--- config.mk ---
export PLATFORM = sky130hd
export DESIGN_NAME = cc_writeback_sequencer
export DESIGN_NICKNAME = d
export VERILOG_FILES = /design/src/rtl/cc_writeback_sequencer.sv
export SDC_FILE = /design/constraint.sdc
export NUM_CORES = 1
export LEC_CHECK = 0
export CAP_MARGIN = 20
export CELL_PAD_IN_SITES_DETAIL_PLACEMENT = 1
export CELL_PAD_IN_SITES_GLOBAL_PLACEMENT = 2
export CORE_UTILIZATION = 23
export CTS_CLUSTER_SIZE = 25
export DETAILED_ROUTE_END_ITERATION = 7
export GPL_ROUTABILITY_DRIVEN = 0
export PLACE_DENSITY = 0.76
export SYNTH_ARGS = -nofsm -noshare
export SYNTH_HDL_FRONTEND = slang
export SYNTH_SLANG_ARGS = --single-unit
--- constraint.sdc ---
create_clock -name CC_WBSEQ_CLOCK_50 -period 2 [get_ports CC_WBSEQ_CLOCK_50]
set_input_delay 0.6 -clock CC_WBSEQ_CLOCK_50 [delete_from_list [all_inputs] [get_ports CC_WBSEQ_CLOCK_50]]
set_output_delay 0.6 -clock CC_WBSEQ_CLOCK_50 [all_outputs]
set_load 0.1 [all_outputs]
--- src/rtl/cc_writeback_sequencer.sv ---
// ---------------------------------------------------------------------------
// cc_writeback_sequencer
//
// Purpose:
//   Sequences register-file write-back for the microcoded datapath. A write
//   request picks its destination from the MIR field or the zero-extended
//   scratchpad field. It picks its source from the ALU result or from main
//   memory, using a read handshake for memory. It then drives one active-low
//   load pulse to the addressed register (r2..r15). A clear-all request
//   drives one active-low clear pulse to every register instead.
//
//   Optional build macro: CC_WBSEQ_MEM_TIMEOUT_EN
//     When defined, a memory wait that sees no MemReady for TIMEOUT_CYCLES
//     cycles is abandoned. The operation then finishes with Error=1 and
//     issues no load pulse. When undefined, the memory wait has no limit.
//
// Ports:
//   CC_WBSEQ_CLOCK_50                  in   system clock, rising edge
//   CC_WBSEQ_RESET_InHigh              in   synchronous active-high reset
//   CC_WBSEQ_Req_In                    in   write request (level, held until Ack)
//   CC_WBSEQ_Clear_In                  in   clear-all request (level, held until Ack)
//   CC_WBSEQ_RD_In                     in   source: 1=memory, 0=ALU
//   CC_WBSEQ_Select_In                 in   destination: 1=MIR, 0=scratchpad
//   CC_WBSEQ_MIRSelection_InBus        in   MIR destination field
//   CC_WBSEQ_ScratchpadSelection_InBus in   scratchpad destination field
//   CC_WBSEQ_ALU_data_InBus            in   ALU result
//   CC_WBSEQ_Memory_data_InBus         in   memory read data
//   CC_WBSEQ_MemReady_In               in   memory data valid
//   CC_WBSEQ_MemRead_Out               out  memory read strobe
//   CC_WBSEQ_data_OutBus               out  write-back data
//   CC_WBSEQ_Load_OutBus               out  per-register load, active-low
//   CC_WBSEQ_Clear_OutBus              out  per-register clear, active-low
//   CC_WBSEQ_Ack_Out                   out  request accepted, 1-cycle pulse
//   CC_WBSEQ_Busy_Out                  out  operation in progress
//   CC_WBSEQ_Done_Out                  out  operation finished, 1-cycle pulse
//   CC_WBSEQ_Error_Out                 out  qualifies Done: write dropped
// ---------------------------------------------------------------------------
module cc_writeback_sequencer #(
   parameter int DATAWIDTH_BUS                  = 32,
   parameter int DATAWIDTH_DECODER_OUT          = 14,
   parameter int DATAWIDTH_MIR_SELECTION        = 6,
   parameter int DATAWIDTH_SCRATCHPAD_SELECTION = 5,
   parameter int REG_BASE                       = 2,
   parameter int TIMEOUT_CYCLES                 = 15,
   parameter int TIMEOUT_WIDTH                  = 4
) (
   input  logic                                      CC_WBSEQ_CLOCK_50,
   input  logic                                      CC_WBSEQ_RESET_InHigh,
   input  logic                                      CC_WBSEQ_Req_In,
   input  logic                                      CC_WBSEQ_Clear_In,
   input  logic                                      CC_WBSEQ_RD_In,
   input  logic                                      CC_WBSEQ_Select_In,
   input  logic [DATAWIDTH_MIR_SELECTION-1:0]        CC_WBSEQ_MIRSelection_InBus,
   input  logic [DATAWIDTH_SCRATCHPAD_SELECTION-1:0] CC_WBSEQ_ScratchpadSelection_InBus,
   input  logic [DATAWIDTH_BUS-1:0]                  CC_WBSEQ_ALU_data_InBus,
   input  logic [DATAWIDTH_BUS-1:0]                  CC_WBSEQ_Memory_data_InBus,
   input  logic                                      CC_WBSEQ_MemReady_In,
   output logic                                      CC_WBSEQ_MemRead_Out,
   output logic [DATAWIDTH_BUS-1:0]                  CC_WBSEQ_data_OutBus,
   output logic [DATAWIDTH_DECODER_OUT-1:0]          CC_WBSEQ_Load_OutBus,
   output logic [DATAWIDTH_DECODER_OUT-1:0]          CC_WBSEQ_Clear_OutBus,
   output logic                                      CC_WBSEQ_Ack_Out,
   output logic                                      CC_WBSEQ_Busy_Out,
   output logic                                      CC_WBSEQ_Done_Out,
   output logic                                      CC_WBSEQ_Error_Out
);

   // The MIR field is the wider destination field. The scratchpad field is
   // zero-extended to this width.
   localparam int ADDR_W = DATAWIDTH_MIR_SELECTION;

   localparam logic [2:0] ST_IDLE     = 3'd0;
   localparam logic [2:0] ST_WAIT_MEM = 3'd1;
   localparam logic [2:0] ST_WRITE    = 3'd2;
   localparam logic [2:0] ST_CLEAR    = 3'd3;
   localparam logic [2:0] ST_DONE     = 3'd4;

   logic [2:0]                     state;
   logic [2:0]                     state_nxt;
   logic [ADDR_W-1:0]              addr;
   logic [ADDR_W-1:0]              addr_nxt;
   logic                           err;
   logic                           err_nxt;
   logic                           ack_nxt;
   logic [DATAWIDTH_BUS-1:0]       data_nxt;

`ifdef CC_WBSEQ_MEM_TIMEOUT_EN
   logic [TIMEOUT_WIDTH-1:0]       tmo_cnt;
   logic [TIMEOUT_WIDTH-1:0]       tmo_cnt_nxt;
   logic [TIMEOUT_WIDTH-1:0]       tmo_cnt_inc;
   assign tmo_cnt_inc = tmo_cnt + 1'b1;
`endif

   // True when the address names one of the writable registers.
   function automatic logic addr_in_range(input logic [ADDR_W-1:0] a);
      return (int'(a) >= REG_BASE) && (int'(a) <= REG_BASE + DATAWIDTH_DECODER_OUT - 1);
   endfunction

   // One-cold decode of the destination. An address outside the writable
   // window matches no bit, so the result stays all ones.
   function automatic logic [DATAWIDTH_DECODER_OUT-1:0] load_decode(input logic [ADDR_W-1:0] a);
      logic [DATAWIDTH_DECODER_OUT-1:0] v;
      v = '1;
      for (int i = 0; i < DATAWIDTH_DECODER_OUT; i++) begin
         if (int'(a) == REG_BASE + i) v[i] = 1'b0;
      end
      return v;
   endfunction

   // Next-state and operand capture
   always_comb begin
      state_nxt = state;
      addr_nxt  = addr;
      err_nxt   = err;
      ack_nxt   = 1'b0;
      data_nxt  = CC_WBSEQ_data_OutBus;
`ifdef CC_WBSEQ_MEM_TIMEOUT_EN
      tmo_cnt_nxt = tmo_cnt;
`endif
      case (state)
         ST_IDLE: begin
            // Clear wins over a simultaneous write request. The request stays
            // un-acked and is picked up once the sequencer is idle again.
            if (CC_WBSEQ_Clear_In) begin
               ack_nxt   = 1'b1;
               err_nxt   = 1'b0;
               state_nxt = ST_CLEAR;
            end else if (CC_WBSEQ_Req_In) begin
               ack_nxt  = 1'b1;
               addr_nxt = CC_WBSEQ_Select_In ? CC_WBSEQ_MIRSelection_InBus
                                             : ADDR_W'(CC_WBSEQ_ScratchpadSelection_InBus);
               if (CC_WBSEQ_RD_In) begin
                  state_nxt = ST_WAIT_MEM;
`ifdef CC_WBSEQ_MEM_TIMEOUT_EN
                  tmo_cnt_nxt = '0;
`endif
               end else begin
                  data_nxt  = CC_WBSEQ_ALU_data_InBus;
                  err_nxt   = !addr_in_range(addr_nxt);
                  state_nxt = ST_WRITE;
               end
            end
         end
         ST_WAIT_MEM: begin
            if (CC_WBSEQ_MemReady_In) begin
               data_nxt  = CC_WBSEQ_Memory_data_InBus;
               err_nxt   = !addr_in_range(addr);
               state_nxt = ST_WRITE;
            end
`ifdef CC_WBSEQ_MEM_TIMEOUT_EN
            else if (int'(tmo_cnt_inc) == TIMEOUT_CYCLES) begin
               // Give up on memory: report the drop and skip the write.
               tmo_cnt_nxt = tmo_cnt_inc;
               err_nxt     = 1'b1;
               state_nxt   = ST_DONE;
            end else begin
               tmo_cnt_nxt = tmo_cnt_inc;
            end
`endif
         end
         ST_WRITE: state_nxt = ST_DONE;
         ST_CLEAR: state_nxt = ST_DONE;
         ST_DONE: begin
            err_nxt   = 1'b0;
            state_nxt = ST_IDLE;
         end
         default: begin
            err_nxt   = 1'b0;
            state_nxt = ST_IDLE;
         end
      endcase
   end

   // Registered outputs are decoded from the state being entered. Every
   // output therefore comes from a flop and lines up with its state. For
   // example, Ack and the ALU-path load pulse appear in the same cycle.
   always_ff @(posedge CC_WBSEQ_CLOCK_50) begin
      if (CC_WBSEQ_RESET_InHigh) begin
         state                 <= ST_IDLE;
         err                   <= 1'b0;
         CC_WBSEQ_data_OutBus  <= '0;
         CC_WBSEQ_Load_OutBus  <= '1;
         CC_WBSEQ_Clear_OutBus <= '1;
         CC_WBSEQ_MemRead_Out  <= 1'b0;
         CC_WBSEQ_Ack_Out      <= 1'b0;
         CC_WBSEQ_Busy_Out     <= 1'b0;
         CC_WBSEQ_Done_Out     <= 1'b0;
         CC_WBSEQ_Error_Out    <= 1'b0;
`ifdef CC_WBSEQ_MEM_TIMEOUT_EN
         tmo_cnt               <= '0;
`endif
      end else begin
         state                 <= state_nxt;
         err                   <= err_nxt;
         CC_WBSEQ_data_OutBus  <= data_nxt;
         CC_WBSEQ_Load_OutBus  <= (state_nxt == ST_WRITE) ? load_decode(addr_nxt) : '1;
         CC_WBSEQ_Clear_OutBus <= (state_nxt == ST_CLEAR) ? '0 : '1;
         CC_WBSEQ_MemRead_Out  <= (state_nxt == ST_WAIT_MEM);
         CC_WBSEQ_Ack_Out      <= ack_nxt;
         CC_WBSEQ_Busy_Out     <= (state_nxt != ST_IDLE);
         CC_WBSEQ_Done_Out     <= (state_nxt == ST_DONE);
         CC_WBSEQ_Error_Out    <= (state_nxt == ST_DONE) && err_nxt;
`ifdef CC_WBSEQ_MEM_TIMEOUT_EN
         tmo_cnt               <= tmo_cnt_nxt;
`endif
      end
   end

   // Destination register. It only matters while an operation is in flight,
   // so it carries no reset.
   always_ff @(posedge CC_WBSEQ_CLOCK_50) begin
      addr <= addr_nxt;
   end

endmodule

### Yosys cells after proc, flatten, opt, wreduce, memory -nomap -nowiden

Cells that the tools add are included.
W data, S select, Z words.

* flip-flop bits (word level): 75
* bits in latches: 0
* ROM bits: 0
* bits in writable memories: 0
* memories kept: 0
* output and inout bits: 65
* logic and storage cells: 90

* shift operators: 0
* magnitude comparators: 4
* equality and inequality tests: 25
* bitwise logic cells: 2
* muxes and demuxes: 36
* div/mod/pow operators: 0
* reductions and logical operators: 12
* add/subtract/negate cells: 0
* $mul: 0

Operators by type and width (number)
* $mux W32: 4
* $pmux W32 S2: 1
* $eq A6 B5 Y1 const B: 8
* $eq A6 B4 Y1 const B: 4
* $mux W6: 4
* $mux W1: 20
* $mux W14: 1
* $eq A3 B2 Y1 const B: 4
* $eq A6 B3 Y1 const B: 2
* $ge A6 B2 Y1 const B: 2
* $le A6 B4 Y1 const B: 2
* $mux W3: 3
* $pmux W3 S3: 1
* $ne A2 B2 Y1 const B: 4
* $eq A3 B1 Y1 const B: 2
* $reduce_or A2 Y1: 3
* $reduce_and A5 Y1: 1
* $eq A3 B3 Y1 const B: 1
* $logic_and A1 B1 Y1: 3
* $logic_not A3 Y1: 1
* $pmux W1 S3: 1
* $reduce_bool A3 Y1: 1
* $logic_not A1 Y1: 2
* $mux W2: 1
* 2 further kinds: 3

### Longest topological paths before layout

* depth after elaboration: 9
* mapped depth: 7

### Worst setup path before layout

No wires, ideal clock.

* path type: register to output
* start point: reg, netlist name CC_WBSEQ_Clear_OutBus[12]
* end point: out CC_WBSEQ_Clear_OutBus[10]
* slack: -0.172 ns
* cell stages (with the launch flop): 2
* arrival: 1.572 ns
* cell sequence: dfxtp_1 buf_4

RTL lines
* to (decl): line 61 `output logic [DATAWIDTH_DECODER_OUT-1:0] CC_WBSEQ_Clear_OutBus,`

### Worst setup path after layout

* start point: in CC_WBSEQ_Clear_In
* end point: reg CC_WBSEQ_Load_OutBus[0]

* cells in the longest elaborated chain, start to end: 5
* elaborated cells between the ends (all ways): 9
* classes of those cells: eq/ne: 2; mux: 5; bitwise: 1; reduce/logical: 1

RTL lines
* from (decl): line 50 `input logic CC_WBSEQ_Clear_In,`
* $mux W3: line 124 `if (CC_WBSEQ_Clear_In) begin`
* $pmux W3 S3: line 120 `case (state)`
* $eq A3 B2 Y1: line 196 `CC_WBSEQ_Load_OutBus <= (state_nxt == ST_WRITE) ? load_decode(addr_nxt) : '1;`
* $not A1 Y1 (no line)
* $reduce_or A2 Y1 (no line)
* to (signal assigned): line 196
* to (decl): line 60 `output logic [DATAWIDTH_DECODER_OUT-1:0] CC_WBSEQ_Load_OutBus,`

Parallel ways exist; a longest one is shown, timed or not.
A chain may end at the register's enable or synchronous reset.

==> results.sh <==
export IMPL_dieArea_sq_mm=0.0138
export IMPL_start_kind="primary input"
export IMPL_path_buf_inv=3
export IMPL_hold_viol_final=0
export IMPL_cellPowerDensity_mw_per_mm2=902
export IMPL_drtIter0Drc=84
export IMPL_grt_remaining_overflow=0
export IMPL_numCtsBuffers=9
export IMPL_io_pin_count=147
export IMPL_synthesis_nets=392
export IMPL_fin_tns_setup_ps=0
export IMPL_power_frac_clock_pct=30.1
export IMPL_grt_most_used_layer="met2"
export IMPL_yosysTopAreaCellShare_pct=40.5
export IMPL_crit_chain="clkdlybuf4s50_1 -> buf_4 -> nor4_4 -> buf_4 -> nand4_4 -> o32ai_4 -> o2111ai_1"
export IMPL_fmax_mhz=510
export IMPL_n_fill_cell=1380
export IMPL_h_tree_depth=3
export IMPL_tritoncts="built"
export IMPL_setup_viol=0
export IMPL_rows=41
export IMPL_clock_sinks=62
export IMPL_core_area_sq_mm=0.0128
export IMPL_root_buffer="clkbuf_16"
export IMPL_yosysMostFrequentCell="dfxtp_1"
export IMPL_cp_slowest_stage_delay_ps=400
export IMPL_area_delta_synth_final_pct=88.0
export IMPL_yosysUniqueCellTypes=44
export IMPL_vias=2889
export IMPL_synth_area_leaders="dfxtp_1 40%, a211oi_2 12%, mux2i_1 11%, nor2_1 5.0%, buf_4 4.7%"
export IMPL_grt_pass1_wl_mm=16.5
export IMPL_crit_path_max_fanout=7
export IMPL_grt_max_degree=34
export IMPL_antenna_found_initial=0
export IMPL_drc=0
export IMPL_setup_ws_ps=38.5
export IMPL_synth_seq_area_share_pct=40.5
export IMPL_netlist_instances=310
export IMPL_met3_usage_pct=5.01
export IMPL_first_global_vias=3053
export IMPL_relSlewSlack_pct=62.9
export IMPL_clk_latency_ps=330
export IMPL_worst_pin_slew_ps=556
export IMPL_end_kind="flop"
export IMPL_worstPathArrival_ps=2130
export IMPL_path_clk_slew_ps=50
export IMPL_worstPathRequired_ps=2170
export IMPL_vias_per_cell=4.51
export IMPL_report_final_slew_viol_count=0
export IMPL_swShare_pct=37.7
export IMPL_clock_path_buffers=2
export IMPL_synthTopCellsByCount="62 x dfxtp_1, 41 x nor2_1, 35 x mux2i_1, 29 x a211oi_2, 26 x nand2_1"
export IMPL_ys_ff_latch=62
export IMPL_fin_worst_skew_ps=7.36
export IMPL_pwr_share_seq_pct=29.3
export IMPL_n_antenna_cell=0
export IMPL_io_buffers=146
export IMPL_syn_avg_cell_area_sq_um=9.89
export IMPL_internal_power_mw=3.24
export IMPL_crit_family="buffers and inverters"
export IMPL_async_reset_ff_share_pct=0
export IMPL_p_leak_nw=2.17
export IMPL_path_class="primary input to flop"
export IMPL_grtUsageTotal_pct=15.2
export IMPL_status="complete, no violations"
export IMPL_dieWidth_um=117
export IMPL_synth_edf_count=0
export IMPL_fin_nets=546
export IMPL_drtPass1Iterations=4
export IMPL_power_switching_mw=1.96
export IMPL_ys_flop_type="dfxtp_1"
export IMPL_die_h_um=117
export IMPL_final_period_utilization_pct=98.1
export IMPL_drive_gt1_share_pct=32.8
export IMPL_place_ws_ps=-417
export IMPL_crit_path_frequent_cell="buf_4"
export IMPL_drt_total_wl_mm=10.1
export IMPL_met1_usage_pct=17.5
export IMPL_wl_per_cell_um=15.8
export IMPL_synth_warnings=0
export IMPL_initial_utilization_pct=23.9
export IMPL_maxCapViolCount=0
export IMPL_share_comb_of_total_power_pct=40.6
export IMPL_netlist_area_sq_mm=0.00307
export IMPL_hold_class="flop to flop"
export IMPL_irDropWorstVdd_v=0.000326
export IMPL_place_hpwl_mm=7.80
export IMPL_postRouteAntennaNets=0
export IMPL_slowest_stage="clkdlybuf4s50_1"
export IMPL_grt_use_met2_pct=26.4
export IMPL_finalCriticalPeriod_ps=1960
export IMPL_yosysTopAreaCell="dfxtp_1"
[layer usage]
metal / up-vias / routed length [um]
met2: 98 / 5030
li1: 1410 / -
met3: 11 / 656
met1: 1370 / 4310
met4: 0 / 142
met5: - / 0
[metrics by stage]
stage	hold slack, ps	area, sq um	util [%]	instances	total power, mW
after floorplan	463	3070	-	310	2.83
after global placement	501	5370	41.9	621	3.58
after detailed placement	513	5370	41.9	621	3.62
after CTS	521	5710	44.6	638	5.23
after global routing	527	5760	44.9	641	5.42
final	523	5760	44.9	641	5.20
[kinds of logic after synthesis]
logic type | Yosys count | synth area share, %
compound gates | 71 | 21.5
buf+inv | 38 | 8.82
flops | 62 | 40.5
mux | 35 | 11.4
simple gates | 104 | 17.8
[flip-flops by register name (all words and copies together) (netlist names)]
register,count
CC_WBSEQ_Ack_Out,1
CC_WBSEQ_Load_OutBus,14
CC_WBSEQ_Done_Out,1
CC_WBSEQ_Clear_OutBus,1
err,1
state,3
addr,6
CC_WBSEQ_Busy_Out,1
CC_WBSEQ_data_OutBus,32
CC_WBSEQ_Error_Out,1
CC_WBSEQ_MemRead_Out,1
[cell usage in the layout, fill, tap and decap left out, types with 4 or more instances in the layout]
master | netlist | final
a211oi_2 | 29 | 30
nor2b_1 | 6 | 6
inv_1 | 4 | 4
nand2_1 | 26 | 26
a211oi_1 | 5 | 4
and2_1 | 4 | 4
a21oi_1 | 5 | 5
buf_12 | 0 | 67
clkdlybuf4s50_1 | 0 | 80
o21ai_0 | 11 | 11
dfxtp_1 | 62 | 61
mux2i_1 | 35 | 35
nor2_1 | 41 | 41
clkbuf_16 | 0 | 9
buf_4 | 19 | 27
nor3_1 | 7 | 7
[path summary, 6_finish.rpt]
kind | endpoint | cells after the start | slack [ps] | start
max | CC_WBSEQ_Load_OutBus[0]$_SDFF_PP1_ | 7 | 40 | CC_WBSEQ_Clear_In
min | addr[5]$_DFF_P_ | 2 | 520 | addr[5]$_DFF_P_
max reg2reg | CC_WBSEQ_data_OutBus[10]$_SDFFE_PP0P_ | 4 | 140 | state[0]$_SDFF_PP0_
min reg2reg | addr[5]$_DFF_P_ | 2 | 520 | addr[5]$_DFF_P_
[worst min-delay path, delay by kind of cell (launching register included)]
family / cells / cell delay [ps]
simple gates: 1 / 70
compound gates: 1 / 60
flops: 1 / 340
[power groups by stage]
| stage | registers, mW | logic, mW | clock network [mW] |
|---|---|---|---|
| 5_1_grt | 1.54 | 2.20 | 1.67 |
| 3_5_place_dp | 1.55 | 2.07 | 0 |
| 4_1_cts | 1.52 | 2.11 | 1.60 |
| 2_1_floorplan | 2.06 | 0.767 | 0 |
| 3_3_place_gp | 1.54 | 2.04 | 0 |
| 6_report | 1.53 | 2.11 | 1.56 |
[layout make-up]
cell class	instances	area (sq um)	area share, %
Sequential cell	62	1240	21.6
Clock buffer	13	260	4.52
Clock inverter	3	42.5	0.738
Tap cell	172	215	3.73
Inverter	4	15.0	0.261
Multi-Input combinational cell	210	1600	27.7
Timing Repair Buffer	177	2390	41.4
[repair_timing]
item | 4_1_cts | 5_1_grt
hold buffers | 0 | 0
setup buffers | 0 | 3
resized for setup | 4 | 3
pin swaps | 1 | 3
cloned | 1 | 0
endpoints found under the setup margin | 4 | 24
No activity file was read; power rests on OpenSTA's default activity.
==> patch 1: new RTL, same settings <==
Register the output `CC_WBSEQ_Error_Out` once more, cleared by the reset; this adds one clock of latency there. The other outputs are not delayed to match.
--- a/src/rtl/cc_writeback_sequencer.sv
+++ b/src/rtl/cc_writeback_sequencer.sv
@@ -76,4 +76,6 @@
    localparam logic [2:0] ST_DONE     = 3'd4;
 
+   logic CC_WBSEQ_Error_Out_s0;
+
    logic [2:0]                     state;
    logic [2:0]                     state_nxt;
@@ -186,5 +188,5 @@
          CC_WBSEQ_Busy_Out     <= 1'b0;
          CC_WBSEQ_Done_Out     <= 1'b0;
-         CC_WBSEQ_Error_Out    <= 1'b0;
+         CC_WBSEQ_Error_Out_s0 <= 1'b0;
 `ifdef CC_WBSEQ_MEM_TIMEOUT_EN
          tmo_cnt               <= '0;
@@ -200,5 +202,5 @@
          CC_WBSEQ_Busy_Out     <= (state_nxt != ST_IDLE);
          CC_WBSEQ_Done_Out     <= (state_nxt == ST_DONE);
-         CC_WBSEQ_Error_Out    <= (state_nxt == ST_DONE) && err_nxt;
+         CC_WBSEQ_Error_Out_s0 <= (state_nxt == ST_DONE) && err_nxt;
 `ifdef CC_WBSEQ_MEM_TIMEOUT_EN
          tmo_cnt               <= tmo_cnt_nxt;
@@ -213,4 +215,12 @@
    end
 
+   always_ff @(posedge CC_WBSEQ_CLOCK_50) begin
+      if (CC_WBSEQ_RESET_InHigh) begin
+         CC_WBSEQ_Error_Out <= '0;
+      end else begin
+         CC_WBSEQ_Error_Out <= CC_WBSEQ_Error_Out_s0;
+      end
+   end
+
 endmodule
 
Function: changed (a bounded check fails within 4 cycles, from zero or initial values and one cycle with CC_WBSEQ_RESET_InHigh high).
==> patch 1 against the unedited design <==
Clock power is 8% higher. Clock skew up 0.0031 ns. Count of clock-buffer cells in the layout decreased by 2. Largest cell class unchanged. Setup slack improved by 0.024 ns. Cell area decreased by 0.74%. Critical path type unchanged. Synthesized cell count down 6.1%. Global-route usage shrank 0.64 points. Sequential cell count rose by 1. First-iteration DRC count is 38% lower. Power increased by 4.9%. Routed wire length shrank 6.0%. Synthesized area down 3.2%.
==> patch 1: results (changes against the unedited design) <==
| Metric | Value |
|---|---|
| Gr usage total | 0.1455 (was 0.1519) |
| DPL Wire Length | 7463 um (was 7795 um) |
| Compound-Gate Fraction of Synth Area | 0.2029 (was 0.2151) |
| Mapped Cells | 291 (was 310) |
| Multiplexer area fraction after synthesis | 0.1248 (was 0.1143) |
| Multi-input combinational area share | 0.2616 (was 0.2775) |
| Met1 GRT Util | 0.1666 (was 0.1750) |
| Post-Route Skew | 0.01042 ns (was 0.007357 ns) |
| Vias per cell | 4.483 (was 4.507) |
| Max Buffers Root-to-Sink | 2 (unchanged) |
| Sw Share | 0.3716 (was 0.3765) |
| DR WL/cell | 15.25 um (was 15.82 um) |
| Dpl cells | 607 (was 621) |
| Nets | 529 (was 546) |
| Pre-CTS WS | -0.5189 ns (was -0.4165 ns) |
| Placed Area | 0.005368 sq mm (was 0.005369 sq mm) |
| Logic inverters | 4 (unchanged) |
| Comb. pwr | 2.23 mW (was 2.11 mW) |
| Clock buf count | 11 (was 13) |
| Pin count of the biggest net entering global routing | 39 (was 34) |
| Net Count, Synth | 373 (was 392) |
| Initial antenna violation count | 1 (was 0) |
| Buffers, non-clock | 178 (was 177) |
| Fin worst setup slack | 0.06263 ns (was 0.03847 ns) |
| Routed wl met3 | 806 um (was 656 um) |
| Clk tree area frac | 0.05665 (was 0.05254) |
| WHS | 0.4564 ns (was 0.5233 ns) |
| Drt first-iter violations | 52 (was 84) |
| Peak VDD IR | 339.3 uV (was 326.4 uV) |
| Number of global-route vias before repair | 2934 (was 3053) |
| Met3 usage in global routing | 0.05178 (was 0.05010) |
| Distinct cells, synth | 45 (was 44) |
| Layout cells sized above 1 | 0.3451 (was 0.3284) |
| Pleak | 2.160 nW (was 2.174 nW) |
| Status | finished, final reports clean (unchanged) |
| Post_cts resized | 8 (was 4) |
| DR vias | 2802 (was 2889) |
| Top post-synthesis cells by count | 63 x dfxtp_1, 39 x nor2_1, 37 x mux2i_1 (was 62 x dfxtp_1, 41 x nor2_1, 35 x mux2i_1) |
| NonClk Buf Share | 0.4204 (was 0.4145) |
| DR WL met2 | 4569 um (was 5033 um) |
| First-pass GRT wire length | 14770 um (was 16510 um) |
| Max Used Layer | met4 (unchanged) |
| Worst-margin pin slew | 0.6507 ns (was 0.5562 ns) |
| Core area | 0.01262 sq mm (was 0.01282 sq mm) |
| Slowest CP cell | or4b_4 (was clkdlybuf4s50_1) |
| Post-synthesis sequential area ratio | 0.4251 (was 0.4049) |
| Reg area | 0.001262 sq mm (was 0.001242 sq mm) |
| GR Util met2 | 0.2459 (was 0.2637) |
| Area Overhead vs Synth | 92.83% (was 88.00%) |
| Crit path largest cell delay | 0.50 ns (was 0.40 ns) |
| Comb_multi_in | 191 (was 210) |
| Flop-to-flop setup slack | 0.22 ns (was 0.14 ns) |
| Sink Count | 63 (was 62) |
| Met1 WL | 3951 um (was 4307 um) |
| Ant diodes | 1 (was 0) |
| Worst-path fanout max | 4 (was 7) |
==> patch 1: cell count changes after synthesis, moves of 4 or more <==
cell	delta
buf_2	+5
nand3_1	+8
nand2_1	-20
and2_1	-4
buf_6	-4
==> patch 1: path summary, 6_finish.rpt <==
| check | startpoint | endpoint | cells after the start |
|---|---|---|---|
| worst min-delay path | CC_WBSEQ_Error_Out_s0 | CC_WBSEQ_Error_Out | 1 |
| worst min register to register | CC_WBSEQ_Error_Out_s0 | CC_WBSEQ_Error_Out | 1 |
| worst max-delay path | CC_WBSEQ_MIRSelection_InBus[5] | CC_WBSEQ_Load_OutBus[5] | 5 |
| worst max register to register | state[0] | CC_WBSEQ_data_OutBus[22] | 5 |
==> patch 1: worst register-to-register path, stage by stage, from the launching register on <==
cell and delay [ns]:
dfxtp_1 0.54, nor3b_2 0.35, a22o_2 0.27, buf_12 0.23, nor2_1 0.08, a211oi_1 0.21
==> patch 2: new RTL, same flow settings <==
Without the edit above. Set the parameter `DATAWIDTH_DECODER_OUT` to 28 (it was 14).
--- a/src/rtl/cc_writeback_sequencer.sv
+++ b/src/rtl/cc_writeback_sequencer.sv
@@ -38,5 +38,5 @@
 module cc_writeback_sequencer #(
    parameter int DATAWIDTH_BUS                  = 32,
-   parameter int DATAWIDTH_DECODER_OUT          = 14,
+   parameter int DATAWIDTH_DECODER_OUT          = 28,
    parameter int DATAWIDTH_MIR_SELECTION        = 6,
    parameter int DATAWIDTH_SCRATCHPAD_SELECTION = 5,
Interface: changed (resized CC_WBSEQ_Clear_OutBus and CC_WBSEQ_Load_OutBus); port bits go from 147 to 175. No check against the original RTL was run, so the function may have changed too.
==> patch 2 against the unedited design <==
Sequential share of layout area increased by 1.7 points. Routed wire length increased by 6.3%. Setup slack better by 0.066 ns. Sequential cell count up 14. Cell area up 14%. Final cell count up 8.3%. Power grew 23%. Synthesized area grew 8.8%.
==> patch 2: results (changes against the unedited design) <==
| Metric | Value |
|---|---|
| Status | finished, final reports clean (unchanged) |
| Crit path largest cell delay | 0.46 ns (was 0.40 ns) |
| DPL Wire Length | 8372 um (was 7795 um) |
| Worst-margin pin slew | 0.4605 ns (was 0.5562 ns) |
| Mapped Cells | 345 (was 310) |
| Layout cells sized above 1 | 0.3016 (was 0.3284) |
| First-pass GRT wire length | 16910 um (was 16510 um) |
| PortBufs | 174 (was 146) |
| Pin count of the biggest net entering global routing | 65 (was 34) |
| Post-Route Skew | 0.006789 ns (was 0.007357 ns) |
| Placed Area | 0.006180 sq mm (was 0.005369 sq mm) |
| DR vias | 3167 (was 2889) |
| DR WL/cell | 15.53 um (was 15.82 um) |
| Pre-CTS WS | -0.4306 ns (was -0.4165 ns) |
| Met1 WL | 4328 um (was 4307 um) |
| Routed wl met3 | 606 um (was 656 um) |
| Number of global-route vias before repair | 3277 (was 3053) |
| Nets | 591 (was 546) |
| Dpl cells | 678 (was 621) |
| Peak VDD IR | 345.3 uV (was 326.4 uV) |
| Flop-to-flop setup slack | 0.20 ns (was 0.14 ns) |
| Reg2reg path depth | 5 (was 4) |
| GR Util met2 | 0.2598 (was 0.2637) |
| DR WL met2 | 5714 um (was 5033 um) |
| Top post-synthesis cells by count | 76 x dfxtp_1, 38 x nor2_1, 37 x mux2i_1 (was 62 x dfxtp_1, 41 x nor2_1, 35 x mux2i_1) |
| Post-synthesis sequential area ratio | 0.4561 (was 0.4049) |
[patch 2: cell types whose count changed after synthesis, sizes merged, moves of 3 or more]
cell	before	now
o21a	3	0
nand2	26	9
nand4	1	27
nand3	3	9
buf	29	48
nor3	7	4
dfxtp	62	76
a21oi	5	2
nor2	42	38
[patch 2: worst min-delay path by stage]
| stage | to | slack [ns] |
|---|---|---|
| floorplan | addr[5] | 0.46 |
| global placement | addr[5] | 0.48 |
| detailed placement | addr[5] | 0.52 |
| CTS | addr[5] | 0.52 |
| global route | CC_WBSEQ_data_OutBus[28] | 0.56 |
| finish | addr[5] | 0.51 |
[patch 2: logic make-up after synthesis]
family / Yosys count / synth area share
flip-flops: 76 / 0.4561
multiplexers: 39 / 0.1178
AO/OA/AOI/OAI: 60 / 0.1287
buffers and inverters: 58 / 0.1159
AND/OR/NAND/NOR: 112 / 0.1815
[patch 2: worst register-to-register path, delay by kind of cell, from the launching register on]
family / cells / cell delay [ns]
buf+inv: 1 / 0.26
compound gates: 2 / 0.48
flops: 1 / 0.53
simple gates: 2 / 0.44
[patch 2: layout make-up]
| cell class | count | area, sq um | area share |
|---|---|---|---|
| Clock buffer | 13 | 270.3 | 0.04128 |
| Clock inverter | 3 | 67.56 | 0.01032 |
| Inverter | 4 | 15.01 | 0.002293 |
| Multi-Input combinational cell | 211 | 1458 | 0.2226 |
| Sequential cell | 76 | 1523 | 0.2326 |
| Tap cell | 180 | 225.2 | 0.03440 |
| Timing Repair Buffer | 207 | 2989 | 0.4565 |
[patch 2: where the power goes]
group          leakage (nW)  switching, mW  internal (mW)
logic                  1.75           1.71           1.06
registers             0.621          0.178           1.66
clock network         0.162          0.610           1.19
total                  2.53           2.50           3.91
[patch 2: what timing repair did]
action,in CTS,in global routing
setup endpoints to repair,27,10
pin swaps,1,0
gates resized for setup,5,4
